--- src/rtl/i2c_target_bit_engine.sv ---
// I2C target front end: turns raw SCL/SDA pin activity into byte transfers with
// START/STOP detection, 7-bit address match and ACK generation.
module i2c_target_bit_engine #(
    parameter logic [6:0]  SLAVE_ADDRESS = 7'h68,
    parameter int unsigned DATA_WIDTH    = 8,
    parameter bit          MSB_FIRST     = 1'b1
) (
    input  logic                  pclk,
    input  logic                  areset,
    input  logic                  scl_i,
    input  logic                  sda_i,
    output logic                  sda_oe,
    output logic                  read_write,
    output logic                  addr_match,
    output logic                  busy,
    output logic [DATA_WIDTH-1:0] rx_data,
    output logic                  rx_valid,
    input  logic [DATA_WIDTH-1:0] tx_data,
    input  logic                  tx_valid,
    output logic                  tx_ready,
    output logic                  stop_det
);

    localparam int unsigned DW    = DATA_WIDTH;
    localparam int unsigned AW    = 7;
    localparam int unsigned CNT_W = 3;
    localparam logic [CNT_W-1:0] LAST_BIT = CNT_W'(DW - 1);

    typedef enum logic [2:0] {
        IDLE, ADDR, ADDR_ACK, WR_DATA, WR_ACK, RD_DATA, RD_ACK, IGNORE
    } state_t;

    state_t           state;
    logic             scl_s1, scl_s2, scl_d;
    logic             sda_s1, sda_s2, sda_d;
    logic             scl_rise_q, scl_fall_q, start_q, stop_q;
    logic [CNT_W-1:0] bit_cnt;
    logic [DW-1:0]    shift;
    logic [DW-1:0]    tx_shift;
    logic             ack_phase;

    logic [DW-1:0]    addr_shift_c;
    logic [DW-1:0]    rx_next_c;
    logic [DW-1:0]    tx_byte_c;
    logic [DW-1:0]    tx_shift_next_c;
    logic             tx_first_c;
    logic             tx_next_bit_c;

    // Pin synchronizers plus delayed copy; reset to the idle-bus level.
    always_ff @(posedge pclk or posedge areset) begin
        if (areset) begin
            scl_s1 <= 1'b1;
            scl_s2 <= 1'b1;
            scl_d  <= 1'b1;
            sda_s1 <= 1'b1;
            sda_s2 <= 1'b1;
            sda_d  <= 1'b1;
        end else begin
            scl_s1 <= scl_i;
            scl_s2 <= scl_s1;
            scl_d  <= scl_s2;
            sda_s1 <= sda_i;
            sda_s2 <= sda_s1;
            sda_d  <= sda_s2;
        end
    end

    // Registered bus events; sda_d is the SDA value aligned with them.
    always_ff @(posedge pclk or posedge areset) begin
        if (areset) begin
            scl_rise_q <= 1'b0;
            scl_fall_q <= 1'b0;
            start_q    <= 1'b0;
            stop_q     <= 1'b0;
        end else begin
            scl_rise_q <= scl_s2 & ~scl_d;
            scl_fall_q <= ~scl_s2 & scl_d;
            start_q    <= scl_s2 & scl_d & sda_d & ~sda_s2;
            stop_q     <= scl_s2 & scl_d & ~sda_d & sda_s2;
        end
    end

    assign addr_shift_c    = {shift[DW-2:0], sda_d};
    assign rx_next_c       = MSB_FIRST ? {shift[DW-2:0], sda_d} : {sda_d, shift[DW-1:1]};
    assign tx_byte_c       = tx_valid ? tx_data : '1;
    assign tx_first_c      = MSB_FIRST ? tx_byte_c[DW-1] : tx_byte_c[0];
    assign tx_shift_next_c = MSB_FIRST ? {tx_shift[DW-2:0], 1'b1} : {1'b1, tx_shift[DW-1:1]};
    assign tx_next_bit_c   = MSB_FIRST ? tx_shift[DW-2] : tx_shift[1];

    // Protocol FSM; START/STOP override any shifting in the same cycle.
    always_ff @(posedge pclk or posedge areset) begin
        if (areset) begin
            state      <= IDLE;
            bit_cnt    <= '0;
            shift      <= '0;
            tx_shift   <= '1;
            ack_phase  <= 1'b0;
            sda_oe     <= 1'b0;
            read_write <= 1'b0;
            addr_match <= 1'b0;
            busy       <= 1'b0;
            rx_data    <= '0;
            rx_valid   <= 1'b0;
            tx_ready   <= 1'b0;
            stop_det   <= 1'b0;
        end else begin
            rx_valid <= 1'b0;
            tx_ready <= 1'b0;
            stop_det <= 1'b0;
            if (stop_q) begin
                state      <= IDLE;
                busy       <= 1'b0;
                addr_match <= 1'b0;
                sda_oe     <= 1'b0;
                ack_phase  <= 1'b0;
                stop_det   <= 1'b1;
            end else if (start_q) begin
                state      <= ADDR;
                busy       <= 1'b1;
                addr_match <= 1'b0;
                sda_oe     <= 1'b0;
                ack_phase  <= 1'b0;
                bit_cnt    <= '0;
            end else begin
                case (state)
                    ADDR: if (scl_rise_q) begin
                        shift   <= addr_shift_c;
                        bit_cnt <= bit_cnt + CNT_W'(1);
                        if (bit_cnt == LAST_BIT) begin
                            read_write <= sda_d;
                            state      <= (shift[AW-1:0] == SLAVE_ADDRESS) ? ADDR_ACK : IGNORE;
                        end
                    end
                    ADDR_ACK: if (scl_fall_q) begin
                        if (!ack_phase) begin
                            sda_oe     <= 1'b1;
                            addr_match <= 1'b1;
                            ack_phase  <= 1'b1;
                        end else begin
                            ack_phase <= 1'b0;
                            bit_cnt   <= '0;
                            if (read_write) begin
                                tx_shift <= tx_byte_c;
                                sda_oe   <= ~tx_first_c;
                                tx_ready <= tx_valid;
                                state    <= RD_DATA;
                            end else begin
                                sda_oe <= 1'b0;
                                state  <= WR_DATA;
                            end
                        end
                    end
                    WR_DATA: if (scl_rise_q) begin
                        shift   <= rx_next_c;
                        bit_cnt <= bit_cnt + CNT_W'(1);
                        if (bit_cnt == LAST_BIT) begin
                            rx_data  <= rx_next_c;
                            rx_valid <= 1'b1;
                            state    <= WR_ACK;
                        end
                    end
                    WR_ACK: if (scl_fall_q) begin
                        if (!ack_phase) begin
                            sda_oe    <= 1'b1;
                            ack_phase <= 1'b1;
                        end else begin
                            sda_oe    <= 1'b0;
                            ack_phase <= 1'b0;
                            bit_cnt   <= '0;
                            state     <= WR_DATA;
                        end
                    end
                    RD_DATA: if (scl_rise_q) begin
                        bit_cnt <= bit_cnt + CNT_W'(1);
                        if (bit_cnt == LAST_BIT) begin
                            state <= RD_ACK;
                        end
                    end else if (scl_fall_q) begin
                        tx_shift <= tx_shift_next_c;
                        sda_oe   <= ~tx_next_bit_c;
                    end
                    // ack_phase marks a master ACK seen; the next fall starts a new byte.
                    RD_ACK: if (scl_fall_q) begin
                        if (!ack_phase) begin
                            sda_oe <= 1'b0;
                        end else begin
                            ack_phase <= 1'b0;
                            bit_cnt   <= '0;
                            tx_shift  <= tx_byte_c;
                            sda_oe    <= ~tx_first_c;
                            tx_ready  <= tx_valid;
                            state     <= RD_DATA;
                        end
                    end else if (scl_rise_q) begin
                        if (sda_d) begin
                            state <= IGNORE;
                        end else begin
                            ack_phase <= 1'b1;
                        end
                    end
                    IDLE, IGNORE: ;
                    default: state <= IDLE;
                endcase
            end
        end
    end

endmodule

--- config.mk ---
export PLATFORM = sky130hd
export DESIGN_NAME = i2c_target_bit_engine
export DESIGN_NICKNAME = d
export VERILOG_FILES = /design/src/rtl/i2c_target_bit_engine.sv
export SDC_FILE = /design/constraint.sdc
export NUM_CORES = 1
export LEC_CHECK = 0
export CORE_MARGIN = 4
export CORE_UTILIZATION = 54
export DETAILED_ROUTE_END_ITERATION = 6
export HOLD_SLACK_MARGIN = 0.12
export PLACE_DENSITY = 0.78
export SKIP_LAST_GASP = 1
export SYNTH_ARGS = -nofsm -noshare
export SYNTH_HDL_FRONTEND = slang
export SYNTH_SLANG_ARGS = --single-unit
--- constraint.sdc ---
create_clock -name pclk -period 1.9 [get_ports pclk]
set_input_delay 0.285 -clock pclk [delete_from_list [all_inputs] [get_ports pclk]]
set_output_delay 0.285 -clock pclk [all_outputs]
set_load 0.05 [all_outputs]
### Yosys cells after proc, flatten, opt, wreduce, memory -nomap -nowiden

Index checks and enable logic that the tools add are counted.

| word-level totals | value |
|---|---|
| register bits | 46 |
| bits of input ports | 13 |
| output and inout port bits | 15 |

| operators by class | value |
|---|---|
| add/sub/neg operators | 1 |
| reductions and logical operators | 21 |
| bitwise logic cells | 15 |
| equality and inequality tests | 37 |
| mux-type cells | 72 |

Operator list:

| kind | count |
|---|---|
| $mux W3 | 22 |
| $ne A4 B4 Y1 const B | 13 |
| $mux W7 | 7 |
| $mux W1 | 36 |
| $pmux W7 S3 | 1 |
| $ne A5 B5 Y1 const B | 4 |
| $pmux W3 S6 | 1 |
| $reduce_and A5 Y1 | 3 |
| $ne A2 B2 Y1 const B | 7 |
| $reduce_and A14 Y1 | 1 |
| $eq A3 B3 Y1 const B | 4 |
| $reduce_bool A3 Y1 | 4 |
| $reduce_and A10 Y1 | 1 |
| $ne A3 B1 Y1 const B | 3 |
| $mux W8 | 1 |
| $not A1 Y1 | 8 |
| $reduce_and A4 Y1 | 2 |
| $reduce_bool A8 Y1 | 1 |
| $and A1 B1 Y1 | 7 |
| $eq A7 B7 Y1 const B | 1 |
| $eq A3 B2 Y1 const B | 2 |
| $pmux W3 S2 | 1 |
| $reduce_and A6 Y1 | 1 |
| $reduce_bool A6 Y1 | 1 |
| other kinds (11) | 14 |

### Logic depth before layout (Yosys ltp)

| depth | value |
|---|---|
| depth in word-level cells | 8 |
| gate-level depth with buffers | 7 |
| mapped depth without buffers | 6 |

### Least setup slack after synthesis

Ideal clock, no wire load.

| path | value |
|---|---|
| path kind | flip-flop to flip-flop |
| from | register read_write |
| to | register state[2] |
| required time | 1.778 ns |
| cell stages (with the launch flop) | 6 |
| data arrival time | 1.565 ns |
| setup slack | 0.213 ns |
| path through | dfrtp_1 nor2_1 a41oi_1 a2bb2oi_1 mux2i_1 a2111oi_1 |

| between the ends | value |
|---|---|
| word-level cells in the longest chain between the ends | 6 |

Ends and longest elaborated chain:

| what | line | source |
|---|---|---|
| from (decl) | 13 | `output logic read_write,` |
| from (signal assigned) | 99 | `read_write <= 1'b0;` |
| from (signal assigned) | 130 | `read_write <= sda_d;` |
| $mux W3 | 142 | `if (read_write) begin` |
| $mux W3 | 135 | `if (!ack_phase) begin` |
| $mux W3 | 134 | `ADDR_ACK: if (scl_fall_q) begin` |
| $pmux W3 S6 | 125 | `case (state)` |
| $mux W3 | 117 | `end else if (start_q) begin` |
| $mux W3 | 110 | `if (stop_q) begin` |
| to (signal assigned) | 131 | `state <= (shift[AW-1:0] == SLAVE_ADDRESS) ? ADDR_ACK : IGNORE;` |
| to (decl) | 33 | `state_t state;` |

Every way passes these cells. The select of a mux whose other input is x is not followed.
A chain may end at the register's enable or synchronous reset.

### Worst setup path in the final report

| path | value |
|---|---|
| from | register read_write |
| to | output port read_write |

No word-level cell between the ends.

==> qor.csv <==
stage;metric;value;unit
finish;n_antenna_cell;0;
status;status;finished clean;
synthesis;synthMuxAreaShare;9.40;%
floorplanning;ios;28;
clocking;cts.sinks;46;
routing;drt_iter0_markers;164;
pwr;ir_drop;0.686;mV
floorplanning;die_y;71.0;µm
timing;min_period;1820;ps
floorplanning;floorplan.rows;22;
timing;skew;6.00;ps
global_routing;track_usage;19.3;%
timing;fin_crit_sh;95.8;%
clocking;path_clk_slew;90;ps
timing;worst_pin_slew;516;ps
clocking;cts.htree.levels;2;
pwr;pwr-share-clk;18.4;%
synthesis;yosysTopAreaCellShare;38.6;%
finish;final_area;2630;µm²
pwr;netSwitchingFraction;36.4;%
synthesis;ys_async_sr_fraction;100;%
setup_path;worstSetupPathType;reg -> out;
setup_path;timing.rr.end;state[2];
setup_path;cp_num_buf_inv;1;
setup_path;worstSetupStartpointType;register;
clocking;cts_tree;built;
clocking;ctsLongestPathBuffers;2;
synthesis;yosysWarnings;0;
setup_path;crit_family;buffers and inverters;
synthesis;ys.flop_type;dfrtp_1;
pwr;switchingPower;0.00123;W
global_routing;overflow;0;
floorplanning;initial_core_util;57.2;%
pwr;intPower;0.00215;W
synthesis;synthCells;195;
routing;routedWlPerCell;15.9;µm
routing;met2_wirelength;2360;µm
setup_path;timing.rr.start;scl_fall_q;
synthesis;synth_edf_count;0;
clocking;clockRootBuffer;clkbuf_8;
setup_path;cp_max_fo;4;
clocking;clk_latency;300;ps
global_routing;grt_max_degree;47;
placement;dp_hpwl;3190;µm
finish;fin_cells;280;
placement;dpl_cell_area;2530;µm²
timing;tns;0;ps
synthesis;ys_seq_area_share;54.5;%
timing;rsz0062_at_grt;false;
synthesis;syn-cell-area;2140;µm²
global_routing;grt_pass1_vias;1638;
clocking;hold_buffers;0;
pwr;seq_power_share;44.0;%
placement;io_buffers;27;
finish;syn_to_final_growth;22.8;%
timing;max_slew_margin;65.5;%
routing;m1WireLength;1860;µm
synthesis;synth_compound_area_share;14.1;%
floorplanning;core-area;3740;µm²
hold_path;hp-class;in -> async;
timing;setup_violations;0;
routing;avgViaCountPerCell;5.74;
timing;fmax;549;MHz
global_routing;grt_pass1_wl;7730;µm
synthesis;syn_nets;210;
setup_path;cpMaxStageDelayCell;clkdlybuf4s50_1;
routing;firstDrtPassIters;5;
synthesis;synthAdderAreaFrac;1.17;%
pwr;p_leak;1.17;nW
setup_path;cp.arrival;1530;ps
finish;layout.nets;246;
timing;slew_violations;0;
setup_path;r2r_cells;4;
synthesis;ys_ff_latch;46;
routing;vias;1608;
setup_path;rrSetupSlack;140;ps
synthesis;synth_cell_types;45;
routing;dr_wl_met3;178;µm
run;maxCapViolations;0;
clocking;cts_setup_buffers;0;
synthesis;yosys.area_share.simple;16.4;%
routing;top_layer_used;met4;
setup_path;critPathRequiredTime;1620;ps
timing;final_hold_viol_count;0;
clocking;cts_buffers;5;
floorplanning;dieArea;5040;µm²
floorplanning;die_w;71.0;µm
synthesis;synth_top_family_by_area;simple AND/OR/NAND/NOR gates;
synthesis;syn_avg_cell_area;11.0;µm²
pwr;comb_power_share;37.6;%
routing;drc;0;
pwr;power.density;1280;nW/µm²
placement;dp_cells;272;
routing;wl;4450;µm
routing;ant_nets;0;
finish;drive_gt1_share;25.4;%
placement;gp_congestion;0.816;
setup_path;end_kind;primary output;
synthesis;synthTopCellsByArea;dfrtp_1, dfstp_2, mux2_2;
setup_path;slowest_delay;820;ps
synthesis;synth-xor-area-share;0;%
synthesis;yosysTopAreaCell;dfrtp_1;
setup_path;path_cells;clkdlybuf4s50_1;
global_routing;antenna_found_initial;0;
[cells in the mapped netlist (2+ instances only)]
library cell	number
dfrtp_1	33
o21ai_0	19
mux2_2	17
nand2_1	15
dfstp_2	13
nand3b_1	9
inv_1	8
nor2_1	8
a21oi_1	7
nand3_1	7
nor3_1	7
buf_2	5
clkbuf_1	4
nor2b_1	4
a31oi_1	3
nor3b_1	3
a2111oi_1	2
a21o_1	2
buf_1	2
ha_1	2
[registers in the layout, indices dropped and copies added, names as in the netlist, 3 cells and up]
signal    cells
state         3
rx_data       8
shift         7
tx_shift      7
bit_cnt       3
[cells by family (layout without fill, tap and decap cells)]
group	Yosys count	count (layout)
adder cells (fa/ha/maj)	2	2
AND/OR/NAND/NOR	62	62
flip-flops	46	46
buffers and inverters	21	58
AO/OA/AOI/OAI	46	46
multiplexers	18	18
[power by group through the flow]
stage	combinational, W	clock (W)	sequential (W)
2_1_floorplan	0.000882	0	0.00150
3_3_place_gp	0.00119	0	0.00147
3_5_place_dp	0.00126	0	0.00150
4_1_cts	0.00127	0.000633	0.00148
5_1_grt	0.00140	0.000680	0.00152
6_report	0.00127	0.000620	0.00149
[layer usage]
metal,up-vias,track usage [%]
li1,764,-
met1,793,23.5
met2,44,33.8
met3,7,3.55
met4,0,7.72
met5,-,0
[repair_timing]
| item | in CTS | in global routing |
|---|---|---|
| resized for setup | 0 | 1 |
| hold endpoints to repair | 0 | 0 |
| setup endpoints to repair | 0 | 7 |
[cells in the final DEF (no fill, tap or decap), types with 4 or more instances in the layout]
master and instances:
nor3_1 7, clkbuf_8 6, o21ai_0 19, buf_4 14, nand3_1 6, dfstp_2 13
mux2_2 17, a21oi_1 7, inv_1 8, nor2b_1 4, nand3b_1 9, nor2_1 8
nand2_1 15, dfrtp_1 33, clkdlybuf4s50_1 27
[worst min-delay path, stage by stage]
cell	delay (ps)
clkdlybuf4s50_1	390
inv_1	90
buf_12	250
[worst max-delay path by stage]
stage | slack, ps | start | endpoint | cells past startpoint
2_1_floorplan | 210 | read_write | state[2] | 5
3_3_place_gp | 240 | bit_cnt[0] | state[2] | 6
3_5_place_dp | 110 | state[0] | tx_shift[1] | 6
4_1_cts | 80 | read_write | read_write | 1
5_1_grt | 9 | bit_cnt[0] | state[2] | 6
6_report | 80 | read_write | read_write | 1
[stage by stage]
step | util [%] | total power, W | worst slack [ps] | hold slack (ps)
finish | 70.3 | 0.00337 | 80.1 | 339
global route | 70.3 | 0.00360 | 9.02 | 370
CTS | 70.2 | 0.00338 | 80.8 | 351
detailed placement | 67.6 | 0.00276 | 111 | 350
global placement | 67.6 | 0.00267 | 243 | 347
floorplan | - | 0.00238 | 213 | 289
[layout make-up]
cell class / instances / area [µm²]
clock inverter: 2 / 12.5
tap: 48 / 60.1
timing repair buffer: 42 / 395
clock buffer: 6 / 82.6
multi-input combinational: 128 / 883
inverter: 8 / 30.0
sequential: 46 / 1170
fill: 294 / 1110
Note: power is estimated with default switching activity, not from simulation.
